### src/rtl/piso_serializer_if.sv
// ---------------------------------------------------------------------------
// piso_serializer_if
// Purpose : bundles the word-load handshake and the serial output bus of the
//           piso_serializer into one interface. Signal names are kept from the
//           serializer's point of view (_i = into the serializer, _o = out).
// Ports   : none (parameter WIDTH sizes the parallel word)
//   load_valid_i  upstream word valid
//   load_data_i   upstream word, sampled on handshake
//   load_ready_o  serializer can accept a word this cycle
//   ser_o         serial data bit
//   ser_valid_o   ser_o carries a valid bit this cycle
//   ser_last_o    final bit of the current frame
//   busy_o        frame in progress
// Modports: master = word source / serial sink (environment side)
//           slave  = the serializer itself
// ---------------------------------------------------------------------------
interface piso_serializer_if #(
  parameter int WIDTH = 8
);

  logic             load_valid_i;
  logic [WIDTH-1:0] load_data_i;
  logic             load_ready_o;
  logic             ser_o;
  logic             ser_valid_o;
  logic             ser_last_o;
  logic             busy_o;

  modport master (
    output load_valid_i,
    output load_data_i,
    input  load_ready_o,
    input  ser_o,
    input  ser_valid_o,
    input  ser_last_o,
    input  busy_o
  );

  modport slave (
    input  load_valid_i,
    input  load_data_i,
    output load_ready_o,
    output ser_o,
    output ser_valid_o,
    output ser_last_o,
    output busy_o
  );

endinterface

### src/rtl/piso_serializer.sv
// ---------------------------------------------------------------------------
// piso_serializer
// Purpose : parallel-in / serial-out transmitter. Accepts a WIDTH-bit word on
//           a valid/ready handshake and sends it LSB first, one bit per clk,
//           with fully registered serial outputs and zero-gap back-to-back
//           frames.
// Parameters:
//   WIDTH   data word width in bits (2..32)
// Ports:
//   clk     rising-edge clock, the only clock
//   reset   synchronous, active-high reset
//   bus     piso_serializer_if.slave (load handshake + serial outputs)
// Build option:
//   PISO_PARITY_EN  when defined, an even-parity bit (XOR of the accepted
//                   word) follows data bit WIDTH-1 and carries ser_last_o.
//                   When undefined no parity logic exists and a frame is
//                   exactly WIDTH bits.
// ---------------------------------------------------------------------------
module piso_serializer #(
  parameter int WIDTH = 8
) (
  input  logic             clk,
  input  logic             reset,
  piso_serializer_if.slave bus
);

`ifdef PISO_PARITY_EN
  localparam int FRAME_LEN = WIDTH + 1;
`else
  localparam int FRAME_LEN = WIDTH;
`endif

  localparam int CNT_W = $clog2(WIDTH + 1);
  localparam logic [CNT_W-1:0] LAST_CNT = CNT_W'(FRAME_LEN - 1);

  localparam logic [0:0] ST_IDLE  = 1'b0;
  localparam logic [0:0] ST_SHIFT = 1'b1;

  logic [0:0]           r_state;
  logic [FRAME_LEN-1:0] r_shift;
  logic [CNT_W-1:0]     r_count;
  logic                 r_ser;
  logic                 r_ser_valid;
  logic                 r_ser_last;

  logic [FRAME_LEN-1:0] w_frame;
  logic                 w_load_ready;
  logic                 w_accept;

  // The whole frame is built at accept time, so parity always reflects the
  // word that was actually handed over.
`ifdef PISO_PARITY_EN
  assign w_frame = {^bus.load_data_i, bus.load_data_i};
`else
  assign w_frame = bus.load_data_i;
`endif

  // Ready during the last-bit cycle is what allows a new word to follow
  // with no bubble; reset masks ready so nothing is accepted on a reset edge.
  assign w_load_ready = !reset &&
                        ((r_state == ST_IDLE) ||
                         ((r_state == ST_SHIFT) && r_ser_last));
  assign w_accept     = bus.load_valid_i && w_load_ready;

  // Bit 0 is registered directly onto ser_o at the accept edge; the shift
  // register holds only the remaining bits. r_count tracks the index of the
  // bit currently on ser_o and stops at LAST_CNT, so it never wraps.
  always_ff @(posedge clk) begin
    if (reset) begin
      r_state     <= ST_IDLE;
      r_shift     <= '0;
      r_count     <= '0;
      r_ser       <= 1'b0;
      r_ser_valid <= 1'b0;
      r_ser_last  <= 1'b0;
    end else if (w_accept) begin
      r_state     <= ST_SHIFT;
      r_shift     <= w_frame >> 1;
      r_count     <= '0;
      r_ser       <= w_frame[0];
      r_ser_valid <= 1'b1;
      r_ser_last  <= 1'b0;
    end else if (r_state == ST_SHIFT) begin
      if (r_ser_last) begin
        r_state     <= ST_IDLE;
        r_ser       <= 1'b0;
        r_ser_valid <= 1'b0;
        r_ser_last  <= 1'b0;
      end else begin
        r_shift     <= r_shift >> 1;
        r_ser       <= r_shift[0];
        r_count     <= r_count + CNT_W'(1);
        r_ser_last  <= ((r_count + CNT_W'(1)) == LAST_CNT);
      end
    end
  end

  assign bus.load_ready_o = w_load_ready;
  assign bus.ser_o        = r_ser;
  assign bus.ser_valid_o  = r_ser_valid;
  assign bus.ser_last_o   = r_ser_last;
  assign bus.busy_o       = r_ser_valid;

endmodule

### src/flat_wrapper.sv
// flat-port wrapper written by rule: the top's interface ports become plain ports
module piso_serializer_flat 
#(
  parameter int WIDTH = 8
)
  (clk, reset, bus_load_valid_i, bus_load_data_i, bus_load_ready_o, bus_ser_o, bus_ser_valid_o, bus_ser_last_o, bus_busy_o);
  piso_serializer_if #(.WIDTH(WIDTH)) bus_i ();
  input  logic clk;
  input  logic reset;
  input wire logic [$bits(bus_i.load_valid_i)-1:0] bus_load_valid_i;
  input wire logic [$bits(bus_i.load_data_i)-1:0] bus_load_data_i;
  output wire logic [$bits(bus_i.load_ready_o)-1:0] bus_load_ready_o;
  output wire logic [$bits(bus_i.ser_o)-1:0] bus_ser_o;
  output wire logic [$bits(bus_i.ser_valid_o)-1:0] bus_ser_valid_o;
  output wire logic [$bits(bus_i.ser_last_o)-1:0] bus_ser_last_o;
  output wire logic [$bits(bus_i.busy_o)-1:0] bus_busy_o;
  assign bus_i.load_valid_i = bus_load_valid_i;
  assign bus_i.load_data_i = bus_load_data_i;
  assign bus_load_ready_o = bus_i.load_ready_o;
  assign bus_ser_o = bus_i.ser_o;
  assign bus_ser_valid_o = bus_i.ser_valid_o;
  assign bus_ser_last_o = bus_i.ser_last_o;
  assign bus_busy_o = bus_i.busy_o;
  piso_serializer #(.WIDTH(WIDTH)) u_core (.clk(clk), .reset(reset), .bus(bus_i));
endmodule
### config.mk
export PLATFORM = sky130hd
export DESIGN_NAME = piso_serializer_flat
export DESIGN_NICKNAME = d
export VERILOG_FILES = /design/src/rtl/piso_serializer_if.sv /design/src/rtl/piso_serializer.sv /design/src/flat_wrapper.sv
export SDC_FILE = /design/constraint.sdc
export NUM_CORES = 1
export LEC_CHECK = 0
export ABC_AREA = 1
export CAP_MARGIN = 20
export CORE_MARGIN = 2
export CORE_UTILIZATION = 44
export CTS_CLUSTER_SIZE = 30
export DETAILED_ROUTE_END_ITERATION = 12
export PLACE_DENSITY = 0.73
export SETUP_SLACK_MARGIN = 0.3
export SKIP_CTS_REPAIR_TIMING = 1
export SLEW_MARGIN = 20
export SYNTH_ARGS = -nofsm -noshare
export SYNTH_HDL_FRONTEND = slang
export SYNTH_SLANG_ARGS = --single-unit
### constraint.sdc
create_clock -name clk -period 1.05 [get_ports clk]
set_input_delay 0.21 -clock clk [delete_from_list [all_inputs] [get_ports clk]]
set_output_delay 0.21 -clock clk [all_outputs]
set_load 0.005 [all_outputs]
# Word-level counts from Yosys, hierarchy flattened
# Cells that the tools add are included.
# Widths: inputs -> output; s select.
[totals] out_inout_bits=5 register_bits=15 word_cells=35
[op_classes] bitwise=2 n_addsub=1 n_eq_ne=2 muxes=13 n_reduce_logical=11
[ops] cell="$mux 7" n=3
[ops] cell="$mux 1" n=10
[ops] cell="$reduce_and 2->1" n=3
[ops] cell="$add 4x1->4 const B" n=1
[ops] cell="$eq 4x3->1 const B" n=1
[ops] cell="$reduce_bool 2->1" n=2
[ops] cell="$logic_and 1x1->1" n=3
[ops] cell="$ne 2x2->1 const B" n=1
[ops] cell="$not 1->1" n=2
[ops] cell="$reduce_or 2->1" n=1
[ops] cell="$logic_not 1->1" n=1
[ops] cell="$logic_or 1x1->1" n=1

# Depth between registers and ports, before layout
# Gate-level depths: netlist (run 1).
[logic_depth] word_depth=6 ltp_mapped=9

# Worst setup path before layout (run 1)
# Ideal clock, no wire load.
[synth_path] kind="reg-to-reg" from="reg u_core.r_ser_last (netlist: u_core.bus.ser_last_o)" to="reg u_core.r_count[1]" stages_incl_launch_ff=10 n_path_buf=0 setup_slack_ps=30 arrival_ps=911 period_less_slack_ps=1020 cell_sequence="dfxtp_1 > inv_2 > nand2_4 > inv_4 > nor2_4 > nand2_4 > nand2_4 > inv_2 > nand2_1 > inv_1"
[synth_via] elab_chain_len=5 word_cells_on_any_way=7 cone_classes="1 x bitwise; 6 x reduce/logical"
[synth_rtl] element="start: declaration" line_no="piso_serializer.sv:44" source="logic r_ser_last;"
[synth_rtl] element="start signal: assignment" line_no="piso_serializer.sv:93" source="r_ser_last <= ((r_count + CNT_W'(1)) == LAST_CNT);"
[synth_rtl] element="$logic_and 1x1->1" line_no="piso_serializer.sv:62" source="((r_state == ST_SHIFT) && r_ser_last));"
[synth_rtl] element="$logic_or 1x1->1" line_no="piso_serializer.sv:61" source="((r_state == ST_IDLE) ||"
[synth_rtl] element="$logic_and 1x1->1" line_no="piso_serializer.sv:60" source="assign w_load_ready = !reset &&"
[synth_rtl] element="net bus_load_ready_o" line_no="flat_wrapper.sv:12" source="output wire logic [$bits(bus_i.load_ready_o)-1:0] bus_load_ready_o;"
[synth_rtl] element="$logic_and 1x1->1" line_no="piso_serializer.sv:63" source="assign w_accept = bus.load_valid_i && w_load_ready;"
[synth_rtl] element="$reduce_or 2->1 (no source line)"
[synth_rtl] element="end signal: assignment" line_no="piso_serializer.sv:92" source="r_count <= r_count + CNT_W'(1);"
[synth_rtl] element="end: declaration" line_no="piso_serializer.sv:41" source="logic [CNT_W-1:0] r_count;"
# The timed path passes the listed nets, and every way through them passes these cells.
# A chain may end at the register's enable or synchronous reset.

# Worst setup path in the final report (run 1)
[layout_path] from="reg u_core.r_ser_last (netlist: u_core.bus.ser_last_o)" to="out bus_load_ready_o"
[layout_via] elab_chain_len=3
[layout_rtl] element="$logic_and 1x1->1" line_no="piso_serializer.sv:62"
[layout_rtl] element="$logic_or 1x1->1" line_no="piso_serializer.sv:61"
[layout_rtl] element="$logic_and 1x1->1" line_no="piso_serializer.sv:60"
[layout_rtl] element="end: declaration" line_no="flat_wrapper.sv:12"
# Every way passes these cells.

==> results.py, run 1 <==
metrics = {
    "status": {
        "status": "complete, but fails checks",
        "violations": "negative setup slack",
    },
    "yosys": {
        "yosysTopAreaCell": "dfxtp_1",
        "avgSynthCellArea_um2": 7.05,
        "synth_edf_count": 0,
        "synth_common_cells": "nor2_1, nand2_1, dfxtp_1, inv_1, nand4_1",
        "yosysSeqAreaShare": 0.380,
        "synthTopCellsByArea": "dfxtp_1, nor2_1, nand2_1",
        "syn-instance-count": 112,
        "yosysTopAreaCellShare": 0.380,
        "syn_nets": 125,
        "synth.distinct_cells": 19,
        "synth_most_common_cell": "nor2_1",
        "yosysWarnings": 0,
        "synthFlopType": "dfxtp_1",
        "synth-async-reset-ratio": 0,
        "synth_seq_cells": 15,
        "netlist_area_um2": 790,
    },
    "global_routing": {
        "grt_pass1_vias": 663,
        "antenna_found_initial": 0,
        "grtUsageTotal": 0.179,
        "grt.overflow.total": 0,
        "grt_start_max_net_pins": 18,
        "grt_pass1_wl_um": 2620,
    },
    "die": {
        "ios": 16,
        "fp.dieArea_um2": 2150,
        "die_h_um": 46.4,
        "die_w_um": 46.4,
        "start_util": 0.462,
        "core_um2": 1710,
        "placementRows": 15,
    },
    "worst_setup_path": {
        "crit_path_max_fanout": 2,
        "worstSetupEndpointType": "output port",
        "startpoint_type": "register",
        "critPathKind": "reg -> out",
        "crit_buf_inv": 3,
        "crit_chain": "inv_2 -> nand2_4 -> inv_6 -> nor2_4 -> clkbuf_2",
        "slowest_stage": "dfxtp_2",
        "cp.arrival_ns": 0.97,
        "worst_path_largest_cell_delay_ns": 0.34,
        "crit_family": "flip-flops",
        "cp.required_ns": 0.84,
    },
    "sta": {
        "worst_pin_slew_ns": 0.233,
        "timing.final.crit_share": 1.12,
        "rsz0062_at_grt": "true",
        "slew_viol_final": 0,
        "slew_headroom": 0.844,
        "clock_skew_ns": 0.00646,
        "setup_viol": 10,
        "hold_viol": 0,
        "postLayoutSetupSlackWorst_ns": -0.130,
        "fmax_mhz": 848,
        "min_period_ns": 1.18,
    },
    "drt": {
        "ant_nets": 0,
        "viasPerCell": 4.63,
        "wl_met3_um": 99,
        "wirelength_um": 1780,
        "top_layer": "met4",
        "dr_total_vias": 778,
        "drtPass1Iterations": 4,
        "wl_met2_um": 882,
        "met1_length_um": 761,
        "drc": 0,
        "avgRoutedWirePerCell_um": 10.6,
        "drtIter0Drc": 15,
    },
    "finish": {
        "nets": 157,
        "areaGrowthSynthToFinish_pct": 45.3,
        "antenna_cells": 0,
        "drive_gt1_frac": 0.343,
        "design_area_um2": 1150,
        "final_core_util": 0.672,
    },
    "clock_network": {
        "cts_inserted_buffers": 3,
        "cts_max_level": 1,
        "root_buffer": "clkbuf_4",
        "cts.sinks": 15,
        "cts_tree": "done",
        "clock_path_buffers": 2,
        "clock_latency_ns": 0.30,
        "path_clk_slew_ns": 0.09,
    },
    "place": {
        "dp_hpwl_um": 1190,
        "portBuffers": 15,
        "place_congestion": 0.767,
        "pre_cts_ws_ns": -0.483,
        "dpl_cell_area_um2": 1040,
    },
    "power_and_ir_drop": {
        "total_power_mw": 1.24,
        "ir_worst_vdd_uv": 922,
        "p_per_area_nw_per_um2": 1080,
        "p_leak_nw": 0.514,
    },
    "job": {
        "drv_cap": 0,
    },
    "min_path": {
        "hold_class": "in -> reg",
    },
}
## metrics by stage
stage	setup TNS, ns	instances	hold slack (ns)
6_report	-0.388	168	0.449
5_1_grt	-1.15	168	0.451
4_1_cts	-2.98	165	0.479
3_5_place_dp	-5.71	161	0.458
3_3_place_gp	-5.15	161	0.451
2_1_floorplan	0	112	0.345
## power by group
| part | internal, mW | total (mW) | leakage (nW) | switching [mW] |
|---|---|---|---|---|
| clock network | 0.142 | 0.356 | 0.0177 | 0.214 |
| logic | 0.140 | 0.276 | 0.371 | 0.135 |
| registers | 0.594 | 0.610 | 0.125 | 0.0154 |
## metal layers
metal,vias to the layer above,track usage
li1,412,-
met1,338,0.212
met2,23,0.289
met3,5,0.0471
met4,0,0.103
met5,-,0
## worst register-to-register path, cell delays in order, from the launching register on
cell and delay [ns]:
dfxtp_2 0.34, inv_2 0.04, nand2_4 0.07, buf_4 0.23
o21ai_4 0.12, inv_1 0.09, nand2_1 0.05, a21oi_1 0.13
## cells in the final DEF (no fill, tap or decap), drive strengths merged
cell,synthesis,layout
o211ai,1,1
nand2,22,22
nand4,7,7
clkinv,0,1
ha,2,2
dlymetal6s2s,0,2
clkdlybuf4s50,0,9
a21oi,3,3
nand3,2,2
inv,19,19
nor3,1,1
buf,4,17
dfxtp,15,15
nor2,26,26
o21ai,10,10
clkbuf,0,6
## registers in the layout, indices dropped and copies added (netlist names)
register               cells
u_core.r_shift             7
u_core.r_count             4
u_core.bus.busy_o          1
u_core.bus.ser_last_o      1
u_core.bus.ser_o           1
u_core.r_state             1
## logic make-up (layout without fill, tap and decap cells)
logic type | Yosys count | after routing | share of synthesized area
flip-flops | 15 | 15 | 0.380
AO/OA/AOI/OAI | 14 | 14 | 0.0967
buffers and inverters | 23 | 54 | 0.144
AND/OR/NAND/NOR | 58 | 58 | 0.347
adder cells (fa/ha/maj) | 2 | 2 | 0.0317
## cell type report
type                    count  area [um^2]
clock buffers               3         22.5
clock inverters             1         5.00
fillers                   148          561
inverters                  19         78.8
multi-input cells          74          428
flip-flops and latches     15          313
well taps                  25         31.3
repair buffers             31          269
## worst paths after layout
path / start / endpoint / slack [ns] / cells after the start
setup / recovery: u_core.bus.ser_last_o / bus_load_ready_o / -0.13 / 5
hold reg to reg: u_core.r_shift[6] / u_core.r_shift[6] / 0.48 / 2
setup reg to reg: u_core.bus.ser_last_o / u_core.r_shift[6] / -0.07 / 7
hold / removal: reset / u_core.r_state / 0.45 / 4
(Power assumes the default switching activity.)
==> inputs of run 2 (changes only) <==
Settings changed: SKIP_LAST_GASP set to 1.
==> results.py, run 2 (same netlist as run 1, synthesis figures left out) <==
metrics = {
    "sta": {
        "worst_pin_slew_ns": 0.232,
        "setup_viol": 10,
        "slew_headroom": 0.845,
        "postLayoutSetupSlackWorst_ns": -0.123,
        "slew_viol_final": 0,
        "hold_viol": 0,
        "min_period_ns": 1.17,
        "clock_skew_ns": 0.00699,
        "fin_setup_tns_ns": -0.374,
        "rsz0062_at_grt": "true",
        "timing.final.crit_share": 1.12,
        "fmax_mhz": 852,
    },
    "job": {
        "drv_cap": 0,
    },
    "worst_setup_path": {
        "cp.arrival_ns": 0.96,
        "startpoint_type": "register",
        "critPathLaunch": "u_core.bus.ser_last_o",
        "worstSetupEndpointType": "output port",
        "crit_path_max_fanout": 2,
        "cp.required_ns": 0.84,
        "reg2reg_slack_ns": -0.07,
        "r2r_start": "u_core.bus.ser_last_o",
        "r2r.worst_path.cells": 7,
        "critPathKind": "reg -> out",
        "r2r-end": "u_core.r_shift[6]",
        "setup.worst_path.end": "bus_load_ready_o",
    },
    "clock_network": {
        "path_clk_slew_ns": 0.09,
        "cts_tree": "done",
        "cts_inserted_buffers": 3,
        "root_buffer": "clkbuf_4",
        "cts.sinks": 15,
        "clock_latency_ns": 0.30,
        "clock_path_buffers": 2,
        "cts_max_level": 1,
    },
    "drt": {
        "wirelength_um": 1740,
        "dr_total_vias": 775,
        "avgRoutedWirePerCell_um": 10.3,
        "drtPass1Iterations": 4,
        "drtIter0Drc": 15,
        "viasPerCell": 4.61,
        "drc": 0,
        "ant_nets": 0,
    },
    "global_routing": {
        "grtUsageTotal": 0.179,
        "grt.overflow.total": 0,
        "grt_pass1_wl_um": 2620,
        "antenna_found_initial": 0,
        "grt_pass1_vias": 663,
        "grt_start_max_net_pins": 18,
    },
    "die": {
        "start_util": 0.462,
        "core_um2": 1710,
        "fp.dieArea_um2": 2150,
        "ios": 16,
        "placementRows": 15,
        "die_w_um": 46.4,
        "die_h_um": 46.4,
    },
    "power_and_ir_drop": {
        "p_leak_nw": 0.512,
        "total_power_mw": 1.23,
        "p_per_area_nw_per_um2": 1090,
        "ir_worst_vdd_uv": 924,
    },
    "finish": {
        "drive_gt1_frac": 0.336,
        "mostFrequentLayoutCells": "nor2_1, nand2_1, buf_4",
        "largest_reg_flops": 7,
        "layout_commonest_cell": "nor2_1",
        "nets": 157,
        "top_regs": "u_core.r_shift x7, u_core.r_count x4",
        "regMostFlops": "u_core.r_shift",
        "areaGrowthSynthToFinish_pct": 43.3,
        "nFillCells": 152,
        "antenna_cells": 0,
    },
    "min_path": {
        "hold_class": "in -> reg",
    },
    "status": {
        "violations": "negative setup slack",
        "status": "complete, but fails checks",
    },
    "place": {
        "portBuffers": 15,
        "place_congestion": 0.767,
        "dp_hpwl_um": 1190,
    },
}
## run 2: where the power goes
| group | leakage (nW) | internal (mW) | switching (mW) | total (mW) |
|---|---|---|---|---|
| Combinational | 0.369 | 0.137 | 0.133 | 0.270 |
| Clock | 0.0177 | 0.142 | 0.208 | 0.350 |
| Sequential | 0.125 | 0.594 | 0.0149 | 0.609 |
## run 2: stage by stage
stage / cells / area (um^2) / hold slack, ns / worst slack (ns) / utilization
3_3_place_gp: 161 / 1040 / 0.451 / -0.421 / 0.607
5_1_grt: 168 / 1130 / 0.451 / -0.168 / 0.662
3_5_place_dp: 161 / 1040 / 0.458 / -0.483 / 0.607
6_report: 168 / 1130 / 0.456 / -0.123 / 0.662
4_1_cts: 165 / 1060 / 0.479 / -0.545 / 0.623
2_1_floorplan: 112 / 795 / 0.345 / 0.0383 / -
## run 2: critical path, cell delays in order, from the launching register on
cell and delay, ns:
dfxtp_2 0.34, inv_2 0.04, nand2_4 0.07, inv_6 0.04
nor2_4 0.07, clkbuf_2 0.11
## run 2: worst min path at each step
stage                                   from                end  cells after the start
after global routing                   reset  u_core.r_shift[6]                      4
after detailed placement   u_core.r_shift[6]  u_core.r_shift[6]                      2
final                                  reset     u_core.r_state                      4
after CTS                  u_core.r_shift[6]  u_core.r_shift[6]                      2
after floorplan           bus_load_data_i[0]   u_core.bus.ser_o                      2
after global placement     u_core.r_shift[6]  u_core.r_shift[6]                      2
## run 2: cell type report
class	count	area (um^2)	share of cell area
flip-flops and latches	15	313	0.277
well taps	25	31.3	0.0277
multi-input cells	74	415	0.367
clock inverters	1	5.00	0.00442
clock buffers	3	22.5	0.0199
inverters	19	78.8	0.0697
repair buffers	31	265	0.235
## run 2: layer usage
metal / global-route usage / vias up / routed length (um)
li1: - / 410 / -
met1: 0.212 / 340 / 762
met2: 0.289 / 21 / 869
met3: 0.0471 / 4 / 78
met4: 0.103 / 0 / 27
met5: 0 / - / 0
==> inputs of run 3 (changes only) <==
Settings changed: CORE_ASPECT_RATIO set to 0.9, CORE_UTILIZATION 44 to 49, PLACE_DENSITY 0.73 to 0.77.
Clock period 1.05 ns to 1.3 ns, I/O delays scaled along.
==> results.py, run 3 (same netlist as run 1, synthesis figures left out) <==
metrics = {
    "clock_network": {
        "cts_tree": "done",
        "cts.sinks": 15,
        "cts_inserted_buffers": 3,
        "root_buffer": "clkbuf_4",
        "clock_latency_ns": 0.28,
        "clock_path_buffers": 2,
        "path_clk_slew_ns": 0.09,
        "cts_max_level": 1,
    },
    "drt": {
        "viasPerCell": 4.87,
        "avgRoutedWirePerCell_um": 11.7,
        "dr_total_vias": 809,
        "wirelength_um": 1940,
        "ant_nets": 0,
        "drtIter0Drc": 14,
        "drc": 0,
        "drtPass1Iterations": 4,
    },
    "power_and_ir_drop": {
        "ir_worst_vdd_uv": 714,
        "p_per_area_nw_per_um2": 846,
        "p_leak_nw": 0.519,
    },
    "global_routing": {
        "grt.met3_usage": 0.0776,
        "grt_start_max_net_pins": 18,
        "antenna_found_initial": 0,
        "grt_pass1_vias": 698,
        "grt.overflow.total": 0,
        "top_usage_layer": "met2",
        "grt_pass1_wl_um": 2740,
        "met2_usage": 0.306,
        "use_met1": 0.236,
        "grtUsageTotal": 0.192,
    },
    "die": {
        "fp.dieArea_um2": 1950,
        "ios": 16,
        "core_um2": 1480,
        "placementRows": 13,
        "die_h_um": 42.1,
        "die_w_um": 46.3,
        "start_util": 0.533,
    },
    "worst_setup_path": {
        "cp.required_ns": 1.04,
        "crit_path_max_fanout": 2,
        "crit_buf_inv": 3,
        "startpoint_type": "register",
        "worst_path_largest_cell_delay_ns": 0.34,
        "cp.arrival_ns": 0.95,
        "slowest_stage": "dfxtp_2",
        "crit_family": "flip-flops",
        "crit_chain": "inv_2 -> nand2_4 -> inv_6 -> nor2_4 -> clkbuf_2",
        "worstSetupEndpointType": "output port",
        "critPathKind": "reg -> out",
    },
    "place": {
        "dp.cells": 155,
        "pre_cts_ws_ns": -0.321,
        "place_congestion": 0.737,
        "dp_hpwl_um": 1290,
        "portBuffers": 15,
    },
    "finish": {
        "multi_input_area_um2": 429,
        "final_cell_count_no_fill": 166,
        "largest_reg_flops": 7,
        "nFillCells": 111,
        "nets": 158,
        "mostFrequentLayoutCells": "nor2_1, nand2_1, buf_4",
        "areaGrowthSynthToFinish_pct": 46.8,
        "ff_latch_area_um2": 313,
        "top_regs": "u_core.r_shift x7, u_core.r_count x4",
        "regMostFlops": "u_core.r_shift",
        "drive_gt1_frac": 0.361,
        "antenna_cells": 0,
        "layout_commonest_cell": "nor2_1",
    },
    "sta": {
        "min_period_ns": 1.21,
        "slew_viol_final": 0,
        "fmax_mhz": 825,
        "clock_skew_ns": 0.00867,
        "rsz0062_at_grt": "true",
        "slew_headroom": 0.847,
        "postLayoutSetupSlackWorst_ns": 0.0872,
        "fin_setup_tns_ns": 0,
        "worst_pin_slew_ns": 0.229,
        "timing.final.crit_share": 0.933,
        "hold_viol": 0,
        "setup_viol": 0,
    },
    "min_path": {
        "hold_class": "in -> reg",
    },
    "status": {
        "status": "complete, no violations",
    },
    "job": {
        "drv_cap": 0,
    },
}
-- run 3: area by class of cell --
cell class,instances,share of cell area
Sequential cell,15,0.270
Inverter,19,0.0702
Tap cell,22,0.0238
Clock inverter,1,0.00432
Timing Repair Buffer,32,0.242
Clock buffer,3,0.0194
Multi-Input combinational cell,74,0.370
-- run 3: where the power goes --
group	leakage [nW]	internal (mW)	switching, mW
Clock	0.0177	0.114	0.146
Combinational	0.376	0.115	0.113
Sequential	0.125	0.480	0.0122
-- run 3: final timing paths --
path,cells after the start,to,slack [ns],startpoint
min,3,u_core.r_state,0.42,reset
max reg2reg,8,u_core.bus.ser_last_o,0.12,u_core.r_count[0]
min reg2reg,2,u_core.r_shift[6],0.48,u_core.r_shift[6]
max,5,bus_load_ready_o,0.09,u_core.bus.ser_last_o
-- run 3: worst min-delay path, stage by stage --
cell and delay [ns]:
dlymetal6s2s_1 0.18, buf_6 0.18, nor2_1 0.05
-- run 3: per-stage QoR --
stage,hold slack [ns],utilization,total power [mW],area (um^2)
global route,0.421,0.783,1.04,1160
global placement,0.454,0.681,0.690,1010
CTS,0.474,0.700,0.964,1040
detailed placement,0.459,0.681,0.699,1010
finish,0.422,0.783,0.980,1160
floorplan,0.402,-,0.611,793
-- run 3: layer usage --
| layer | share of wire | wire, um |
|---|---|---|
| met1 | 0.43 | 834 |
| met2 | 0.50 | 979 |
| met3 | 0.053 | 103 |
| met4 | 0.012 | 24 |
| met5 | 0 | 0 |
